[config.mk]
export PLATFORM = sky130hd
export DESIGN_NAME = mem_port_arbiter
export DESIGN_NICKNAME = d
export VERILOG_FILES = /design/src/rtl/hubris_pkg.sv /design/src/rtl/arb_tag_pipe.sv /design/src/rtl/mem_port_arbiter.sv
export SDC_FILE = /design/constraint.sdc
export NUM_CORES = 1
export LEC_CHECK = 0
export BUFFER_PORTS_ARGS = -buffer_cell sky130_fd_sc_hd__clkbuf_2
export CAP_MARGIN = 20
export CORE_AREA = 8 8 102 104
export CTS_CLUSTER_DIAMETER = 120
export DETAILED_ROUTE_END_ITERATION = 7
export DIE_AREA = 0 0 110 112
export GPL_ROUTABILITY_DRIVEN = 0
export PLACE_DENSITY = 0.61
export SETUP_SLACK_MARGIN = 0.4
export SKIP_LAST_GASP = 1
export SLEW_MARGIN = 20
export SYNTH_ARGS = -nofsm -noshare
export SYNTH_HDL_FRONTEND = slang
export SYNTH_SLANG_ARGS = --single-unit
export TNS_END_PERCENT = 20
[constraint.sdc]
create_clock -name clk -period 1.1 [get_ports clk]
set_clock_uncertainty 0.05 [all_clocks]
set_input_delay 0.11 -clock clk [delete_from_list [all_inputs] [get_ports clk]]
set_output_delay 0.11 -clock clk [all_outputs]
set_load 0.01 [all_outputs]
[src/rtl/hubris_pkg.sv]
// ============================================================================
// Module : hubris_pkg
// Brief  : Shared write-width constants, response tag type and flush helper.
// Rev    : 1.0  initial release
// ============================================================================
`default_nettype none

package hubris_pkg;

  localparam logic [3:0] c_WIDTH_BYTE = 4'd1;
  localparam logic [3:0] c_WIDTH_HALF = 4'd2;
  localparam logic [3:0] c_WIDTH_WORD = 4'd4;

  typedef struct packed {
    logic valid;
    logic is_inst;
  } arb_tag_t;

  // An inst flush kills the tag's response but keeps its slot in the pipe.
  function automatic arb_tag_t flush_tag(input arb_tag_t tag, input logic flush_inst);
    flush_tag = tag;
    if (flush_inst && tag.is_inst) flush_tag.valid = 1'b0;
  endfunction

endpackage

`default_nettype wire

[src/rtl/arb_tag_pipe.sv]
// ============================================================================
// Module : arb_tag_pipe
// Brief  : DEPTH-stage shift register of response tags with inst flush.
// Rev    : 1.0  initial release
// ============================================================================
`default_nettype none

module arb_tag_pipe
  import hubris_pkg::*;
#(
  parameter int DEPTH = 1
) (
  input  logic     clk,
  input  logic     reset,
  input  logic     flush_inst,
  input  arb_tag_t in_tag,
  output arb_tag_t out_tag
);

  arb_tag_t r_stage [DEPTH];

  always_ff @(posedge clk or negedge reset) begin
    if (!reset) begin
      for (int i = 0; i < DEPTH; i++) r_stage[i] <= '0;
    end else begin
      r_stage[0] <= flush_tag(in_tag, flush_inst);
      for (int i = 1; i < DEPTH; i++) r_stage[i] <= flush_tag(r_stage[i-1], flush_inst);
    end
  end

  // The exiting tag is still in flight this cycle, so a flush suppresses it too.
  assign out_tag = flush_tag(r_stage[DEPTH-1], flush_inst);

endmodule

`default_nettype wire

[src/rtl/mem_port_arbiter.sv]
// ============================================================================
// Module : mem_port_arbiter
// Brief  : Inst/data arbiter onto one shared memory port, data-first priority.
//          Define ARB_STARVE_GUARD_EN to enable the inst starvation guard.
// Rev    : 1.0  initial release
// ============================================================================
`default_nettype none

module mem_port_arbiter
  import hubris_pkg::*;
#(
  parameter int WORD_WIDTH_IN_BIT = 32,
  parameter int MEM_LATENCY       = 1,
  parameter int STARVE_LIMIT      = 4
) (
  input  logic                         clk,
  input  logic                         reset,
  input  logic                         inst_req_valid,
  output logic                         inst_req_ready,
  input  logic [WORD_WIDTH_IN_BIT-1:0] inst_addr,
  input  logic                         inst_flush,
  output logic                         inst_resp_valid,
  output logic [WORD_WIDTH_IN_BIT-1:0] inst_resp_data,
  input  logic                         data_req_valid,
  output logic                         data_req_ready,
  input  logic [WORD_WIDTH_IN_BIT-1:0] data_addr,
  input  logic                         data_write_en,
  input  logic [3:0]                   data_write_width,
  input  logic [WORD_WIDTH_IN_BIT-1:0] data_write_data,
  output logic                         data_resp_valid,
  output logic [WORD_WIDTH_IN_BIT-1:0] data_resp_data,
  output logic                         mem_req_valid,
  output logic [WORD_WIDTH_IN_BIT-1:0] mem_addr,
  output logic                         mem_write_en,
  output logic [3:0]                   mem_write_width,
  output logic [WORD_WIDTH_IN_BIT-1:0] mem_write_data,
  input  logic [WORD_WIDTH_IN_BIT-1:0] mem_read_data
);

  logic     w_grant_inst;
  logic     w_grant_data;
  logic     w_starve_win;
  arb_tag_t w_in_tag;
  arb_tag_t w_out_tag;

`ifdef ARB_STARVE_GUARD_EN
  logic [3:0] r_starve_cnt;

  assign w_starve_win = (r_starve_cnt >= 4'(STARVE_LIMIT));

  always_ff @(posedge clk or negedge reset) begin
    if (!reset) begin
      r_starve_cnt <= 4'd0;
    end else if (w_grant_inst) begin
      r_starve_cnt <= 4'd0;
    end else if (inst_req_valid && r_starve_cnt != 4'hF) begin
      r_starve_cnt <= r_starve_cnt + 4'd1;
    end
  end
`else
  assign w_starve_win = 1'b0;
`endif

  // Ready is gated by reset so nothing is accepted while reset is asserted.
  assign w_grant_data   = reset && data_req_valid && !(inst_req_valid && w_starve_win);
  assign w_grant_inst   = reset && inst_req_valid && !w_grant_data;
  assign data_req_ready = w_grant_data;
  assign inst_req_ready = w_grant_inst;

  always_comb begin
    mem_req_valid   = w_grant_inst || w_grant_data;
    mem_addr        = '0;
    mem_write_en    = 1'b0;
    mem_write_width = 4'd0;
    mem_write_data  = '0;
    if (w_grant_data) begin
      mem_addr        = data_addr;
      mem_write_en    = data_write_en;
      mem_write_width = data_write_width;
      mem_write_data  = data_write_data;
    end else if (w_grant_inst) begin
      mem_addr        = inst_addr;
      mem_write_width = c_WIDTH_WORD;
    end
  end

  assign w_in_tag.valid   = w_grant_inst || (w_grant_data && !data_write_en);
  assign w_in_tag.is_inst = w_grant_inst;

  arb_tag_pipe #(
    .DEPTH (MEM_LATENCY)
  ) u_tag_pipe (
    .clk        (clk),
    .reset      (reset),
    .flush_inst (inst_flush),
    .in_tag     (w_in_tag),
    .out_tag    (w_out_tag)
  );

  assign inst_resp_valid = w_out_tag.valid &&  w_out_tag.is_inst;
  assign data_resp_valid = w_out_tag.valid && !w_out_tag.is_inst;
  assign inst_resp_data  = mem_read_data;
  assign data_resp_data  = mem_read_data;

endmodule

`default_nettype wire

# Yosys cells after proc, flatten, opt, wreduce, memory -nomap -nowiden
# Cells that the tools add are included.
[totals] register_bits=2 latch_bits=0 mem_bits_rw=0 romBits=0 input_bits=138 output_inout_bits=138 word_cells=23 mem_count=0
[classes] add_sub_neg=0 multipliers=0 div_mod_pow=0 order_cmp=0 n_eq_ne=0 n_shift=0 mux=8 n_bitwise=0 reduce_logical=13
[op_table] cell="two-way mux 32 bit" n=3
[op_table] cell="logical AND 1 bit" n=8
[op_table] cell="two-way mux 4 bit" n=1
[op_table] cell="logical NOT 1 bit" n=3
[op_table] cell="two-way mux 1 bit" n=3
[op_table] cell="two-way mux 3 bit" n=1
[op_table] cell="logical OR 1 bit" n=2

# Depth between registers and ports, before layout
# Gate-level depths: netlist of run 1.
[depth] word_depth=5 ltp_mapped=4 depth_no_buf=2

# Modules after synthesis
# A second synthesis of run 1 with hierarchy kept.
[hier_totals] hier_cells=232 area_unflattened_um2=1514.0
[modules_own_cells] module="mem_port_arbiter" n_inst=1 cells_per_inst=227 area_per_inst_um2=1441.4 seq_area_each_um2=0.0
[modules_own_cells] module="arb_tag_pipe" n_inst=1 cells_per_inst=5 area_per_inst_um2=72.6 seq_area_each_um2=50.0

# Worst setup path before layout of run 1
# Ideal clock, no wire load.
[synth_path] kind="input port to output port" from="input inst_req_valid" to="output mem_addr[10]" t_arrival_ns=0.787 slack_ns=0.153 path_stages=3 n_path_buf=2 path_cell_list="buf_2 clkbuf_1 a32o_1"
[synth_via] elab_chain_len=4
[synth_rtl] item="start: declaration" line="mem_port_arbiter.sv:18" rtl="input logic inst_req_valid,"
[synth_rtl] item="logical AND 1 bit (2 in a row)" line="mem_port_arbiter.sv:66" rtl="assign w_grant_inst = reset && inst_req_valid && !w_grant_data;"
[synth_rtl] item="two-way mux 32 bit" line="mem_port_arbiter.sv:81" rtl="end else if (w_grant_inst) begin"
[synth_rtl] item="two-way mux 32 bit" line="mem_port_arbiter.sv:76" rtl="if (w_grant_data) begin"
[synth_rtl] item="end: declaration" line="mem_port_arbiter.sv:33" rtl="output logic [WORD_WIDTH_IN_BIT-1:0] mem_addr,"
# Every way passes these cells.

# Worst setup path after layout of run 1
[layout_path] from="input reset" to="output mem_addr[13]"
[layout_via] elab_chain_len=5
[layout_rtl] item="start: declaration" line="mem_port_arbiter.sv:17" rtl="input logic reset,"
[layout_rtl] item="logical AND 1 bit" line="mem_port_arbiter.sv:65" rtl="assign w_grant_data = reset && data_req_valid && !(inst_req_valid && w_starve_win);"
[layout_rtl] item="logical NOT 1 bit" line="mem_port_arbiter.sv:66"
[layout_rtl] item="logical AND 1 bit" line="mem_port_arbiter.sv:66"
[layout_rtl] item="two-way mux 32 bit" line="mem_port_arbiter.sv:81"
[layout_rtl] item="two-way mux 32 bit (*)" line="mem_port_arbiter.sv:76"
# Every way passes the cells marked *; elsewhere a longest branch is shown, timed or not.

==> impl_metrics.env, run 1 <==
export IMPL_status="finished with violations"
export IMPL_violations="hold timing, setup timing"
export IMPL_worst_pin_slew_ps=406.9
export IMPL_max_slew_margin_rel=0.7287
export IMPL_die_w_um=110
export IMPL_wl_per_cell_um=19.10
export IMPL_fin_area_mm2=0.002042
export IMPL_drc=0
export IMPL_cp_buffers_inverters=4
export IMPL_grt_use_total=0.1015
export IMPL_worst_ep_required_time_ps=940
export IMPL_drt_first_pass_iters=4
export IMPL_clock_sinks=2
export IMPL_htree_levels=1
export IMPL_crit_chain="buf_8, nor2b_4, buf_12, clkbuf_16, a32o_2, buf_6"
export IMPL_mappedNetlistArea_mm2=0.001279
export IMPL_synth_fp_nets=303
export IMPL_n_antenna_cell=0
export IMPL_place_inst=377
export IMPL_synth_area_per_cell_um2=7.750
export IMPL_ys_ff_latch=2
export IMPL_arrival_ps=1020
export IMPL_fillers=978
export IMPL_routed_wl_um=7371
export IMPL_io_buffer_count=179
export IMPL_gr_total_overflow=0
export IMPL_area_growth_pct=59.69
export IMPL_dp_worst_setup_slack_ps=-41.38
export IMPL_whs_ps=-154.5
export IMPL_ios=276
export IMPL_fin_tns_setup_ps=-1470
export IMPL_fin_ws_ps=-77.62
export IMPL_dp_hpwl_um=5639
export IMPL_coreArea_mm2=0.008890
export IMPL_synthDistinctLibCells=14
export IMPL_hold_viol=2
export IMPL_hold_path_class="in -> async"
export IMPL_die_h_um=112
export IMPL_cap_viol_max_count=0
export IMPL_crit_slowest_cell="a32o_2"
export IMPL_path_clk_slew_ps=30
export IMPL_initialDrtViolationCount=62
export IMPL_place_area_mm2=0.001832
export IMPL_cp_top_family="buffers and inverters"
export IMPL_ant_nets=0
export IMPL_seq_area_um2=50.05
export IMPL_max_stage_delay_ps=270
export IMPL_grt_pass1_vias=1810
export IMPL_crit_path_start_kind="input pin"
export IMPL_finalMaxSlewViolations=0
export IMPL_ir_drop_uv=171.4
export IMPL_power_density_mw_per_mm2=542.9
export IMPL_setup_viol=32
export IMPL_fin_crit_sh=1.071
export IMPL_grt_max_degree=41
export IMPL_placement_rows=35
export IMPL_multi_input_area_um2=664.4
export IMPL_power_leakage_nw=1.401
export IMPL_cts_root_buf="clkbuf_8"
export IMPL_grt_first_pass_wirelength_um=9818
export IMPL_die_area_mm2=0.01232
export IMPL_nets=415
export IMPL_cts_tree="built"
export IMPL_rsz0062_at_grt="yes"
export IMPL_max_freq_mhz=849.2
export IMPL_antenna_found_initial=0
export IMPL_start_util=0.1438
export IMPL_drive_gt1_frac=0.8182
export IMPL_end_kind="output pin"
export IMPL_finalNonFillerCells=386
export IMPL_synth_sequential_area_ratio=0.03914
export IMPL_crit_type="in -> out"
export IMPL_synthCells=165
export IMPL_cts_buffers=3
export IMPL_yosysWarnings=0
export IMPL_cp_max_fo=8
export IMPL_fin_crit_ps=1178
export IMPL_vias=1652
export IMPL_vias_per_cell=4.280
export IMPL_clockBufferDepth=2
## synthesized netlist by cell type (all sizes together)
library cell,count,area [um^2]
and3,37,231.5
inv,2,7.510
buf,75,573.0
a32o,33,330.3
o21a,1,7.510
mux2i,1,10.01
clkbuf,9,35.03
nor2b,3,18.77
dfrtp,2,50.05
and2,2,15.02
## through the flow
step / util / hold slack [ps] / total power [W]
final: 0.2297 / -154.5 / 0.001109
after global routing: 0.2297 / -137.9 / 0.001177
after detailed placement: 0.2061 / 79.35 / 0.0007434
after CTS: 0.2107 / -141.2 / 0.001042
after global placement: 0.2061 / 63.01 / 0.0007311
after floorplan: - / -235.6 / 0.0006346
## routing by layer
| layer | up-vias | track usage | share of wire |
|---|---|---|---|
| met2 | 118 | 0.1867 | 0.54 |
| met5 | - | 0 | 0 |
| li1 | 771 | - | - |
| met1 | 744 | 0.09926 | 0.34 |
| met4 | 0 | 0.03604 | 0.019 |
| met3 | 19 | 0.03755 | 0.094 |
## area by class of cell
cell class              instances  area share
clock buffers                   3     0.02022
inverters                       2    0.003676
multi-input cells              78      0.3254
flip-flops and latches          2     0.02451
well taps                     111     0.06801
repair buffers                190      0.5582
## where the power goes
part | switching (W) | internal [W] | leakage, nW
registers | 0.00000151 | 0.0000777 | 0.0267
logic | 0.000339 | 0.000406 | 1.35
clock network | 0.0000542 | 0.000231 | 0.0216
## layout by cell type, fill, tap and decap left out
master     instances
clkbuf_2         168
buf_12             4
nor2b_1            2
inv_1              2
and2_4             1
nor2b_4            1
clkbuf_16          2
buf_6             11
clkbuf_8           3
a32o_1             4
buf_4              4
mux2i_1            1
a32o_2            29
o21a_1             1
and2_1             1
buf_8              1
and2_2             1
dfrtp_1            2
and3_1            37
## sequential cells by signal (all words and copies together) (netlist names)
register,flops
u_tag_pipe.out_tag,1
u_tag_pipe.r_stage,1
## final timing paths
kind,from,endpoint,slack [ps],cells past startpoint
max,reset,mem_addr[13],-80,6
min,reset,u_tag_pipe.r_stage[1]$_DFF_PN0_,-150,2
max in group asynchronous,reset,u_tag_pipe.out_tag[0]$_DFF_PN0_,930,2
min in group clk,data_write_en,u_tag_pipe.r_stage[1]$_DFF_PN0_,150,3
## cell families after synthesis
logic type	count (synthesis)	synth area share
buf+inv	86	0.4814
simple gates	42	0.2074
compound gates	34	0.2642
flops	2	0.03914
mux	1	0.007828
## timing repair
item,CTS,global route
cloned,0,4
setup endpoints to repair,75,76
resized for setup,0,26
buffers inserted,0,2
pin swaps,0,1
hold endpoints to repair,2,2
Note: power is estimated with default switching activity, not from simulation.
==> inputs of run 2 (changes only) <==
--- a/config.mk
+++ b/config.mk
@@ -12,11 +12,13 @@
 export DETAILED_ROUTE_END_ITERATION = 7
 export DIE_AREA = 0 0 110 112
 export GPL_ROUTABILITY_DRIVEN = 0
-export PLACE_DENSITY = 0.61
+export GPL_TIMING_DRIVEN = 0
+export PLACE_DENSITY = 0.64
 export SETUP_SLACK_MARGIN = 0.4
 export SKIP_LAST_GASP = 1
 export SLEW_MARGIN = 20
 export SYNTH_ARGS = -nofsm -noshare
 export SYNTH_HDL_FRONTEND = slang
+export SYNTH_HIERARCHICAL = 1
 export SYNTH_SLANG_ARGS = --single-unit
 export TNS_END_PERCENT = 20
==> impl_metrics.env, run 2 <==
export IMPL_grt_max_degree=11
export IMPL_drc=0
export IMPL_grt_first_pass_wirelength_um=14100
export IMPL_status="finished with violations"
export IMPL_mostFrequentLayoutCell="clkbuf_2"
export IMPL_fin_area_mm2=0.003752
export IMPL_hold_path_class="in -> reg"
export IMPL_grt_pass1_vias=2713
export IMPL_clockBufferDepth=2
export IMPL_synthAdderAreaFrac=0
export IMPL_ios=276
export IMPL_synth_top_area_share=0.3273
export IMPL_yosysWarnings=6
export IMPL_synth_fp_nets=370
export IMPL_cts_root_buf="clkbuf_8"
export IMPL_clock_sinks=2
export IMPL_cts_buffers=3
export IMPL_max_stage_delay_ps=380
export IMPL_fin_crit_ps=1171
export IMPL_n_antenna_cell=0
export IMPL_synthFlopType="dfrtp_1"
export IMPL_ir_drop_uv=509.7
export IMPL_synthCells=232
export IMPL_dp_worst_setup_slack_ps=-183.2
export IMPL_setup_viol=4
export IMPL_crit_type="reg -> out"
export IMPL_crit_slowest_cell="dfrtp_1"
export IMPL_synth_sequential_area_ratio=0.03306
export IMPL_gr_total_overflow=0
export IMPL_synth_most_common_cell="buf_4"
export IMPL_yosysTopAreaCell="buf_4"
export IMPL_ys_ff_latch=2
export IMPL_cts_tree="built"
export IMPL_routed_wl_um=9984
export IMPL_start_util=0.1703
export IMPL_synthTopCellsByArea="buf_4 (33%), and3_1 (15%), nand2b_1 (13%), nand3_1 (11%), o21ai_0 (5.6%)"
export IMPL_max_freq_mhz=854.3
export IMPL_synth_area_per_cell_um2=6.526
export IMPL_mappedNetlistArea_mm2=0.001514
export IMPL_worst_pin_slew_ps=305.2
export IMPL_max_slew_margin_rel=0.7965
export IMPL_rsz0062_at_grt="yes"
export IMPL_power_density_mw_per_mm2=477.3
export IMPL_place_area_mm2=0.003262
export IMPL_cp_max_fo=2
export IMPL_vias=2542
export IMPL_cp_top_family="flip-flops"
export IMPL_antenna_found_initial=0
export IMPL_violations="setup timing"
export IMPL_synthDistinctLibCells=19
export IMPL_synth_mux_area_fraction=0.006612
export IMPL_grt_use_total=0.1433
export IMPL_drt_first_pass_iters=4
export IMPL_wl_per_cell_um=16.53
export IMPL_fin_ws_ps=-70.56
export IMPL_path_clk_slew_ps=30
export IMPL_area_growth_pct=147.9
export IMPL_synthArstFlopShare=1.000
export IMPL_worst_ep_required_time_ps=940
export IMPL_ant_nets=0
export IMPL_coreArea_mm2=0.008890
export IMPL_power_leakage_nw=2.173
export IMPL_fin_crit_sh=1.064
export IMPL_die_h_um=112
export IMPL_synth_xor_area_frac=0
export IMPL_finalMaxSlewViolations=0
export IMPL_placement_rows=35
export IMPL_arrival_ps=1010
export IMPL_crit_path_start_kind="flip-flop"
export IMPL_dp_hpwl_um=8481
export IMPL_crit_chain="a21boi_2, nor2b_2, buf_2"
export IMPL_synth_simple_area_share=0.4099
export IMPL_initialDrtViolationCount=70
export IMPL_nets=633
export IMPL_htree_levels=1
export IMPL_cap_viol_max_count=0
export IMPL_synth_compound_area_frac=0.1289
export IMPL_io_buffer_count=242
export IMPL_hold_viol=0
export IMPL_die_area_mm2=0.01232
export IMPL_end_kind="output pin"
export IMPL_synth_edff_count=0
export IMPL_fillers=904
export IMPL_vias_per_cell=4.209
export IMPL_final_cell_mix="clkbuf_2 (231), buf_4 (71), nand2b_1 (27)"
export IMPL_drive_gt1_frac=0.8235
export IMPL_die_w_um=110
export IMPL_synth_common_cells="buf_4 (66), and3_1 (36), nand2b_1 (32), nand3_1 (32), o21ai_0 (17)"
export IMPL_synth_top_family_by_area="buffers and inverters"
export IMPL_cp_buffers_inverters=1
==> run 2: cell count changes in the layout (fill, tap and decap cells not counted), sizes merged <==
cell	delta
buf	+78
clkbuf	+76
a32o	-33
nand2b	+32
nand3	+32
o21ai	+32
a21boi	+3
inv	-2
and2	-1
and3	-1
dlygate4sd3	+1
nand2	+1
nor2	+1
nor2b	-1
==> run 2: final timing paths <==
check,start,end,slack (ps),depth (start not counted)
worst max-delay path,u_tag_pipe/out_tag[0]$_DFF_PN0_,data_resp_valid,-70,3
max in group asynchronous,reset,u_tag_pipe/out_tag[0]$_DFF_PN0_,610,3
worst min-delay path,inst_flush,u_tag_pipe/r_stage[1]$_DFF_PN0_,60,2
min in group asynchronous,reset,u_tag_pipe/r_stage[1]$_DFF_PN0_,310,3
==> run 2: metrics by stage <==
stage | std cells | power (W) | hold slack, ps | setup TNS, ps | util
floorplan | 232 | 0.0008082 | -235.6 | 0 | -
global placement | 585 | 0.001327 | -129.6 | -3344 | 0.3669
detailed placement | 585 | 0.001344 | -126.5 | -4231 | 0.3669
CTS | 596 | 0.001741 | 58.25 | -292.7 | 0.3987
global route | 604 | 0.001908 | 79.89 | -401.3 | 0.4221
finish | 604 | 0.001791 | 58.70 | -124.1 | 0.4221
==> run 2: repair_timing <==
item | CTS | global route
gates resized for setup | 34 | 36
hold buffers | 1 | 0
cloned | 4 | 4
pin swaps | 1 | 1
setup buffers | 3 | 4
endpoints found under the hold margin | 2 | 0
setup endpoints to repair | 75 | 75
==> run 2: cells by family (layout without fill, tap and decap cells) <==
logic type             count (synthesis)  after routing
buffers and inverters                 87            348
AOI/OAI and AO/OA                     36             36
and+or+nand+nor                      106            106
DFF                                    2              2
muxes                                  1              1
==> run 2: layout make-up <==
class                           instances  area [um^2]  area share
Multi-Input combinational cell        143         1235      0.3291
Tap cell                              111        138.9     0.03701
Clock buffer                            3        41.29     0.01100
Sequential cell                         2        50.05     0.01334
Buffer                                 87        773.2      0.2061
Timing Repair Buffer                  258         1514      0.4035
==> run 2: power by group <==
part	internal, W	switching, W
Sequential	0.0000781	0.00000145
Clock	0.000232	0.0000636
Combinational	0.000787	0.000629
==> run 2: metal layers <==
layer | vias up | part of all wire | GRT usage
li1 | 1249 | - | -
met1 | 1143 | 0.32 | 0.1349
met2 | 146 | 0.56 | 0.2919
met3 | 4 | 0.12 | 0.04448
met4 | 0 | 0.0019 | 0.01441
met5 | - | 0 | 0
==> inputs of run 3 (changes only) <==
--- a/config.mk
+++ b/config.mk
@@ -5,7 +5,7 @@
 export SDC_FILE = /design/constraint.sdc
 export NUM_CORES = 1
 export LEC_CHECK = 0
-export BUFFER_PORTS_ARGS = -buffer_cell sky130_fd_sc_hd__clkbuf_2
+export BUFFER_PORTS_ARGS = -buffer_cell sky130_fd_sc_hd__buf_4
 export CAP_MARGIN = 20
 export CORE_AREA = 8 8 102 104
 export CTS_CLUSTER_DIAMETER = 120
==> impl_metrics.env, run 3 (synthesis gave the netlist of run 2 again) <==
export IMPL_status="finished with violations"
export IMPL_violations="setup timing"
export IMPL_whs_path_depth=2
export IMPL_routed_wl_um=10580
export IMPL_mostFrequentLayoutCell="buf_4"
export IMPL_grt_pass1_vias=2690
export IMPL_whs_ps=66.80
export IMPL_clock_sinks=2
export IMPL_arrival_ps=1000
export IMPL_post_route_util=0.4802
export IMPL_grt_first_pass_wirelength_um=14970
export IMPL_cp_max_fo=2
export IMPL_final_cell_mix="buf_4 (300), nand2b_1 (27), and3_1 (26)"
export IMPL_start_util=0.1703
export IMPL_coreArea_mm2=0.008890
export IMPL_cp_top_family="flip-flops"
export IMPL_drive_gt1_frac=0.8228
export IMPL_n_antenna_cell=0
export IMPL_die_w_um=110
export IMPL_placement_rows=35
export IMPL_fillers=868
export IMPL_finalMaxSlewViolations=0
export IMPL_die_area_mm2=0.01232
export IMPL_cts_tree="built"
export IMPL_cp_buffers_inverters=2
export IMPL_path_clk_slew_ps=30
export IMPL_ant_nets=0
export IMPL_cts_buffers=3
export IMPL_fin_crit_ps=1162
export IMPL_drt_first_pass_iters=4
export IMPL_area_growth_pct=182.0
export IMPL_io_buffer_count=242
export IMPL_max_stage_delay_ps=380
export IMPL_drc=0
export IMPL_clockBufferDepth=2
export IMPL_hold_start="inst_flush"
export IMPL_setup_viol=2
export IMPL_power_density_mw_per_mm2=465.6
export IMPL_crit_chain="buf_4, and2_1, buf_6"
export IMPL_htree_levels=1
export IMPL_crit_type="reg -> out"
export IMPL_initialDrtViolationCount=90
export IMPL_nets=631
export IMPL_antenna_found_initial=0
export IMPL_crit_path_start_kind="flip-flop"
export IMPL_vias=2546
export IMPL_fin_crit_sh=1.056
export IMPL_power_w=0.001988
export IMPL_gr_total_overflow=0
export IMPL_die_h_um=112
export IMPL_min_to="u_tag_pipe/r_stage[1]$_DFF_PN0_"
export IMPL_wl_per_cell_um=17.57
export IMPL_worst_ep_required_time_ps=940
export IMPL_crit_slowest_cell="dfrtp_1"
export IMPL_cts_root_buf="clkbuf_8"
export IMPL_worst_pin_slew_ps=312.9
export IMPL_dp_hpwl_um=9018
export IMPL_grt_max_degree=11
export IMPL_rsz0062_at_grt="yes"
export IMPL_grt_use_total=0.1526
export IMPL_ios=276
export IMPL_hold_viol=0
export IMPL_max_freq_mhz=860.8
export IMPL_hold_path_class="in -> reg"
export IMPL_power_leakage_nw=2.295
export IMPL_end_kind="output pin"
export IMPL_vias_per_cell=4.229
export IMPL_ir_drop_uv=601.4
export IMPL_fin_ws_ps=-61.67
export IMPL_cap_viol_max_count=0
export IMPL_max_slew_margin_rel=0.7914
-- run 3: worst max-delay path by stage --
stage          slack (ps)  cells past startpoint                            start                               to
2_1_floorplan         250                      4                   data_req_valid  u_tag_pipe/r_stage[1]$_DFF_PN0_
3_3_place_gp          -90                      6                            reset                      mem_addr[0]
3_5_place_dp         -130                      6                            reset                      mem_addr[0]
4_1_cts               -70                      3  u_tag_pipe/out_tag[0]$_DFF_PN0_                  data_resp_valid
5_1_grt              -110                      3  u_tag_pipe/out_tag[0]$_DFF_PN0_                  data_resp_valid
6_report              -60                      3  u_tag_pipe/out_tag[0]$_DFF_PN0_                  inst_resp_valid
-- run 3: what timing repair did --
| item | in CTS | in global routing |
|---|---|---|
| setup buffers | 3 | 4 |
| endpoints found under the setup margin | 75 | 75 |
| hold buffers | 1 | 0 |
| pin swaps | 2 | 4 |
| cloned | 4 | 2 |
| resized for setup | 40 | 14 |
| endpoints found under the hold margin | 2 | 0 |
-- run 3: per-stage QoR --
stage                     setup TNS [ps]  cells  setup WS (ps)  instance area (um^2)
after global routing              -209.7    602         -107.7                  4269
after detailed placement           -1603    585         -128.6                  3867
after global placement             -1341    585         -91.13                  3867
final                             -105.6    602         -61.67                  4269
after floorplan                        0    232          248.1                  1912
after CTS                         -141.7    596         -72.98                  4163
-- run 3: area by class of cell --
type | instances | area, um^2 | share of cell area
clock buffer | 3 | 41.29 | 0.009672
multi-input combinational | 143 | 1242 | 0.2910
sequential | 2 | 50.05 | 0.01172
tap | 111 | 138.9 | 0.03253
timing repair buffer | 256 | 2043 | 0.4786
buffer | 87 | 753.2 | 0.1764
-- run 3: routing by layer --
metal,share of wire,vias to the layer above,global-route usage
li1,-,1240,-
met1,0.31,1150,0.1464
met2,0.54,150,0.2951
met3,0.14,6,0.06470
met4,0.0064,0,0.01622
met5,0,-,0
-- run 3: power by group --
| part | total, W | internal, W | switching (W) |
|---|---|---|---|
| Combinational | 0.00163 | 0.000995 | 0.000634 |
| Clock | 0.000279 | 0.000231 | 0.0000489 |
| Sequential | 0.0000798 | 0.0000782 | 0.00000156 |
